<file path="config.mk">
export PLATFORM = sky130hd
export DESIGN_NAME = delay0_fall_timer
export DESIGN_NICKNAME = d
export VERILOG_FILES = /design/src/rtl/delay0_fall_timer.sv
export SDC_FILE = /design/constraint.sdc
export NUM_CORES = 1
export LEC_CHECK = 0
export CORE_MARGIN = 2
export CORE_UTILIZATION = 47
export CTS_BUF_LIST = sky130_fd_sc_hd__clkbuf_8
export CTS_CLUSTER_DIAMETER = 40
export DETAILED_ROUTE_END_ITERATION = 16
export DONT_BUFFER_PORTS = 1
export GPL_TIMING_DRIVEN = 0
export SLEW_MARGIN = 5
export SYNTH_ARGS = -nofsm -noshare
export SYNTH_HDL_FRONTEND = slang
export SYNTH_SLANG_ARGS = --single-unit
export TNS_END_PERCENT = 100
</file>
<file path="constraint.sdc">
create_clock -name CELCLK -period 2.2 [get_ports CELCLK]
set_input_delay 0.22 -clock CELCLK [delete_from_list [all_inputs] [get_ports CELCLK]]
set_output_delay 0.22 -clock CELCLK [all_outputs]
set_load 0.02 [all_outputs]
</file>
<file path="src/rtl/delay0_fall_timer.sv">
// Falling-edge delay timer: rising edges of i pass to o after synchronization,
// falling edges are held off for DELAY_CYCLES clocks so short low glitches are absorbed.
module delay0_fall_timer #(
    parameter int DELAY_CYCLES = 100,
    parameter int CNT_W        = 7,
    parameter int SYNC_STAGES  = 2
) (
    input  logic CELCLK,
    input  logic CELRST,
    input  logic i,
    output logic o,
    output logic busy,
    output logic done
);

    if (DELAY_CYCLES < 1 || DELAY_CYCLES > (1 << CNT_W)) begin : g_bad_delay
        $error("delay0_fall_timer: DELAY_CYCLES must be in 1..2**CNT_W");
    end
    if (SYNC_STAGES < 2) begin : g_bad_sync
        $error("delay0_fall_timer: SYNC_STAGES must be at least 2");
    end

    localparam logic [CNT_W-1:0] LOAD_VAL = CNT_W'(DELAY_CYCLES - 1);

    typedef enum logic [1:0] {
        IDLE_LOW = 2'd0,
        HIGH     = 2'd1,
        COUNT    = 2'd2
    } state_t;

    logic [SYNC_STAGES-1:0] sync_q;
    logic                   i_s;

    state_t           state_q, state_d;
    logic [CNT_W-1:0] cnt_q, cnt_d;
    logic             o_q, o_d;
    logic             busy_q, busy_d;
    logic             done_q, done_d;

    always_ff @(posedge CELCLK or posedge CELRST) begin
        if (CELRST) begin
            sync_q <= '0;
        end else begin
            sync_q <= {sync_q[SYNC_STAGES-2:0], i};
        end
    end

    assign i_s = sync_q[SYNC_STAGES-1];

    // A high i_s always wins over an expiring count, so a retrigger on the
    // cnt==0 cycle keeps o high and suppresses done.
    always_comb begin
        state_d = state_q;
        cnt_d   = cnt_q;
        done_d  = 1'b0;
        case (state_q)
            IDLE_LOW: begin
                if (i_s) state_d = HIGH;
            end
            HIGH: begin
                if (!i_s) begin
                    state_d = COUNT;
                    cnt_d   = LOAD_VAL;
                end
            end
            COUNT: begin
                if (i_s) begin
                    state_d = HIGH;
                end else if (cnt_q == '0) begin
                    state_d = IDLE_LOW;
                    done_d  = 1'b1;
                end else begin
                    cnt_d = cnt_q - CNT_W'(1);
                end
            end
            default: begin
                state_d = IDLE_LOW;
            end
        endcase
        o_d    = (state_d == HIGH) || (state_d == COUNT);
        busy_d = (state_d == COUNT);
    end

    always_ff @(posedge CELCLK or posedge CELRST) begin
        if (CELRST) begin
            state_q <= IDLE_LOW;
            cnt_q   <= '0;
            o_q     <= 1'b0;
            busy_q  <= 1'b0;
            done_q  <= 1'b0;
        end else begin
            state_q <= state_d;
            cnt_q   <= cnt_d;
            o_q     <= o_d;
            busy_q  <= busy_d;
            done_q  <= done_d;
        end
    end

    assign o    = o_q;
    assign busy = busy_q;
    assign done = done_q;

endmodule
</file>
==> flow_summary_export.csv, run 1 <==
group,metric,value,unit
clocking,clock-sinks,14,
timing,hold_violations,0,
critical_path,rrSetupSlack,0.46,ns
pwr,peakVddDrop,0.000559,V
timing,rsz0062_at_grt,"false",
timing,tns,0,ns
yosys,yosysMostFrequentCell,"dfrtp_1",
route,wl_per_cell,12.8,um
layout,multiInputGateArea,309,sq um
clocking,clk-insertion-delay-late,0.25,ns
layout,layout-drive-gt1-share,13.5,%
die,start_util,52.2,%
critical_path,endpoint_kind,"flop",
flow_run,maxCapViolCount,0,
place,port_buffers,0,
yosys,synth_top_area_share,49.7,%
grt,antenna_found_initial,0,
critical_path,timing.rr.end,"o",
place,pre_cts_slack,0.454,ns
hold_path,hold_class,"reg2reg",
layout,utilization,59.1,%
layout,final_nets,80,
critical_path,required,2.38,ns
yosys,synthesis.nets,73,
yosys,synthTopCellsByArea,"dfrtp_1, nor2_1, a2111oi_4",
die,die_width,42.7,um
layout,regArea,350,sq um
place,gp_congestion,0.717,
die,row_count,13,
timing,maxClockFrequency,0.574,GHz
layout,fill_cells,122,
route,vias_per_cell,5.42,
yosys,synth_common_cells,"dfrtp_1, nor2_1, inv_1",
grt,grt_pass1_wl,2.14,mm
clocking,cts_buffers,3,
yosys,yosys.area.top_type,"dfrtp_1",
grt,grtUsageTotal,16.5,%
route,drc,0,
timing,slew_headroom,65.4,%
yosys,ys_seq_elements,14,
timing,post-route-min-period,1.74,ns
critical_path,crit_arrival,1.93,ns
timing,holdWs,0.346,ns
clocking,root_buffer,"clkbuf_8",
pwr,power.density,910,nW/um^2
yosys,syn_inst,68,
clocking,ctsHoldBuffers,2,
yosys,synth_area,704,sq um
clocking,postCtsSetupBuffers,0,
clocking,htree_levels,1,
route,drt_iter0_drc,4,
die,die-height,42.7,um
critical_path,r2r_cells,6,
grt,grt_max_degree,15,
route,first_pass_iters,2,
timing,fin_crit_sh,79.1,%
route,wl,1.14,mm
layout,fin_cells,89,
layout,area_delta_synth_final,13.3,%
route,vias,482,
timing,finalWorstSetupSlack,0.459,ns
critical_path,cp-start-kind,"flop",
hold_path,hold_path.startpoint,"sync_q[0]",
run_status,status,"completed",
layout,n_antenna_cell,0,
yosys,async_flop_share,100,%
die,die_area,1820,sq um
timing,worst_slew_pin_slew,0.518,ns
yosys,yosysUniqueCellTypes,27,
timing,setup_viol,0,
die,core,1350,sq um
clocking,cts_buffer_depth,2,
timing,finalMaxSlewViolations,0,
place,dp_cells,83,
yosys,synth-edff-count,0,
grt,grt-ovfl-total,0,
grt,grt_pass1_vias,468,
place,dp_hpwl,817,um
hold_path,holdPathStages,0,
clocking,cts-resized-gates,0,
yosys,ys.flop_type,"dfrtp_1",
yosys,syn_area_per_cell,10.4,sq um
die,io-pin-count,6,
clocking,clk_pin_slew,0.06,ns
critical_path,critPathKind,"reg2reg",
critical_path,r2r_start,"cnt_q[0]",
yosys,yosysWarnings,0,
yosys,synth.yosys.seq_area_share,49.7,%
pwr,total_leakage_power,0.363,nW
critical_path,path_max_fanout,6,
route,ant_nets,0,
clocking,cts_tree,"yes",
timing,fin_skew,0.00436,ns
hold_path,hold-path-endpoint,"sync_q[1]",
## registers in the layout, summed over array words and instances (netlist names)
signal,flops
state_q,2
cnt_q,7
busy,1
o,1
sync_q,2
done,1
## metal layers
metal / share of wire (%) / vias to the layer above / global-route usage (%)
li1: - / 248 / -
met1: 50 / 224 / 24.1
met2: 46 / 6 / 21.2
met3: 1.7 / 4 / 3.83
met4: 2.5 / 0 / 11.3
met5: 0 / - / 0
## metrics by stage
stage	power [mW]	area, sq um
floorplan	0.454	704
global placement	0.480	723
detailed placement	0.483	723
CTS	0.735	798
global route	0.777	798
finish	0.727	798
## cells by family (layout without fill, tap and decap cells)
logic type	count (synthesis)	count (layout)	synth area share, %
AND/OR/NAND/NOR	28	28	23.3
flip-flops	14	14	49.7
buffers and inverters	9	15	6.40
AO/OA/AOI/OAI	14	14	15.6
multiplexers	1	1	1.42
adder cells (fa/ha/maj)	2	2	3.55
## worst max-delay path by stage
stage / startpoint / end / slack [ns] / cells past startpoint
finish: cnt_q[0] / o / 0.46 / 6
global placement: cnt_q[0] / o / 0.46 / 6
CTS: cnt_q[0] / o / 0.43 / 6
floorplan: cnt_q[0] / o / 0.66 / 6
detailed placement: cnt_q[0] / o / 0.45 / 6
global route: cnt_q[0] / o / 0.32 / 6
## where the power goes
| part | switching, mW | internal [mW] | total [mW] |
|---|---|---|---|
| logic | 0.0673 | 0.0636 | 0.131 |
| registers | 0.0479 | 0.299 | 0.347 |
| clock network | 0.0907 | 0.158 | 0.249 |
| total | 0.206 | 0.521 | 0.727 |
## placed cells by master (no fill, tap or decap), drive strengths merged
master,n
a2111oi,1
a21o,1
a21oi,3
a31oi,1
a32oi,1
and2,1
buf,2
clkbuf,4
dfrtp,14
dlygate4sd3,2
ha,2
inv,7
mux2i,1
nand2,6
nand2b,1
nand3b,1
nand4,1
nor2,8
nor2b,3
nor3,3
nor3b,2
nor4b,1
nor4bb,1
o21ai,5
o22a,1
o31ai,1
## worst max-delay path, stage by stage, from the launching register on
cell and delay, ns:
dfrtp_1 0.34, inv_1 0.06, ha_1 0.22, nor4b_4 0.16, a2111oi_4 0.51, ha_1 0.33
inv_1 0.05
## cell type report
class / count / share of cell area (%)
buffer: 2 / 2.35
clock buffer: 4 / 6.90
inverter: 7 / 3.29
multi-input combinational: 45 / 38.7
sequential: 14 / 43.9
tap: 15 / 2.35
timing repair buffer: 2 / 2.51
Note: power is estimated with default switching activity, not from simulation.
==> run 2: changes to the inputs <==
==> constraint.sdc (replaced) <==
create_clock -name CELCLK -period 1.42 [get_ports CELCLK]
set_input_delay 0.142 -clock CELCLK [delete_from_list [all_inputs] [get_ports CELCLK]]
set_output_delay 0.142 -clock CELCLK [all_outputs]
set_load 0.02 [all_outputs]
==> flow_summary_export.csv, run 2 (synthesis gave the netlist of run 1 again) <==
group,metric,value,unit
timing,slew_headroom,64.1,%
clocking,htree_levels,1,
critical_path,crit_arrival,1.77,ns
layout,n_antenna_cell,0,
die,die_width,42.7,um
grt,grt_pass1_wl,2.19,mm
die,die-height,42.7,um
clocking,cts_buffers,3,
pwr,total_leakage_power,0.389,nW
layout,layout_common_cells,"dfrtp_1, nor2_1, buf_4, nand2_1, inv_1",
timing,finalMaxSlewViolations,0,
pwr,p_seq_share,44.1,%
place,port_buffers,0,
critical_path,required,1.61,ns
grt,grt_max_degree,15,
grt,grtUsageTotal,17.2,%
clocking,cts_tree,"yes",
critical_path,path_max_fanout,5,
run_status,failed_checks,"negative setup slack",
clocking,clk-insertion-delay-late,0.25,ns
route,vias,527,
route,vias_per_cell,5.55,
die,row_count,13,
clocking,clock-sinks,14,
route,first_pass_iters,4,
grt,grt_busiest_layer,"met2",
critical_path,cp_top_family,"compound AO/OA/AOI/OAI gates",
critical_path,crit_buf_inv,2,
timing,hold_violations,0,
grt,grt_pass1_vias,471,
place,dpl_cell_area,736,sq um
place,gp_congestion,0.740,
clocking,cts_buffer_depth,2,
layout,final_common_cell,"dfrtp_1",
grt,met2_usage,24.5,%
run_status,status,"finished with violations",
layout,top_regs,"cnt_q (7), state_q (2), sync_q (2)",
hold_path,hold_class,"reg2reg",
route,drc,0,
pwr,power.density,1430,nW/um^2
timing,post-route-min-period,1.58,ns
layout,layout-drive-gt1-share,26.3,%
grt,met3_usage,5.11,%
critical_path,cp-start-kind,"flop",
die,core,1350,sq um
die,io-pin-count,6,
layout,top_register,"cnt_q",
timing,rsz0062_at_grt,"true",
timing,finalWorstSetupSlack,-0.163,ns
layout,utilization,64.0,%
timing,fin_skew,0.00344,ns
layout,final_nets,86,
grt,antenna_found_initial,0,
timing,fin_crit_sh,111,%
timing,holdWs,0.351,ns
route,drt_iter0_drc,17,
critical_path,max_stage_delay,0.46,ns
grt,grt_use_met1,22.3,%
critical_path,cpMaxStageDelayCell,"a2111oi_4",
route,ant_nets,0,
pwr,p_comb_share,24.3,%
pwr,power_frac_clock,31.6,%
pwr,p_switching,362,uW
layout,stdcell_area,865,sq um
place,dp_hpwl,836,um
flow_run,maxCapViolCount,0,
clocking,clk_pin_slew,0.06,ns
critical_path,critPathKind,"reg2reg",
grt,grt-ovfl-total,0,
timing,worst_slew_pin_slew,0.537,ns
route,wl,1.34,mm
timing,maxClockFrequency,0.632,GHz
die,die_area,1820,sq um
clocking,root_buffer,"clkbuf_8",
place,pre_cts_slack,-0.231,ns
route,wl_per_cell,14.1,um
critical_path,endpoint_kind,"flop",
pwr,peakVddDrop,0.000913,V
critical_path,path_cells,"inv_2, ha_4, nor4b_4, a2111oi_4, ha_1, inv_1",
pwr,sw_frac_of_total,29.3,%
layout,fill_cells,98,
layout,area_delta_synth_final,22.7,%
die,start_util,52.2,%
timing,setup_viol,7,
pwr,p_int,871,uW
layout,largest_reg_flops,7,
-- run 2: cell types whose count changed in the layout (fill, tap and decap cells not counted), sizes merged --
cell,delta
buf,+6
-- run 2: cell type report --
| class | instances | area [sq um] | share of cell area [%] |
|---|---|---|---|
| Tap cell | 15 | 18.8 | 2.17 |
| Clock buffer | 4 | 55.1 | 6.37 |
| Buffer | 2 | 18.8 | 2.17 |
| Multi-Input combinational cell | 45 | 330 | 38.2 |
| Timing Repair Buffer | 8 | 65.1 | 7.53 |
| Sequential cell | 14 | 350 | 40.5 |
| Inverter | 7 | 26.3 | 3.04 |
-- run 2: metal layers --
metal | wire length, um | vias to the layer above
li1 | - | 261
met1 | 599 | 251
met2 | 629 | 11
met3 | 69 | 4
met4 | 36 | 0
met5 | 0 | -
-- run 2: metrics by stage --
step | power, mW | std cells | TNS, ns
after floorplan | 0.726 | 68 | -0.100
after global placement | 0.769 | 83 | -0.904
after detailed placement | 0.772 | 83 | -0.788
after CTS | 1.21 | 94 | -0.696
after global routing | 1.30 | 95 | -1.18
final | 1.23 | 95 | -0.692
-- run 2: path summary, 6_finish.rpt --
path	from	to	slack, ns	depth (start not counted)
min	sync_q[0]	sync_q[1]	0.35	0
max	cnt_q[0]	o	-0.16	6
min in group asynchronous	CELRST	o	0.39	2
min reg2reg	sync_q[0]	sync_q[1]	0.35	0
max reg2reg	cnt_q[0]	o	-0.16	6
max in group asynchronous	CELRST	cnt_q[6]	0.68	2
-- run 2: power groups by stage --
stage	sequential [mW]	clock, mW	combinational [mW]
2_1_floorplan	0.535	0	0.191
3_3_place_gp	0.550	0	0.219
3_5_place_dp	0.552	0	0.220
4_1_cts	0.543	0.397	0.272
5_1_grt	0.552	0.418	0.333
6_report	0.544	0.389	0.300
-- run 2: repair_timing --
action / 4_1_cts / 5_1_grt
hold buffers: 2 / 0
setup endpoints to repair: 7 / 7
pin swaps: 3 / 3
hold endpoints to repair: 15 / 0
buffers inserted: 5 / 2
gates resized for setup: 1 / 2
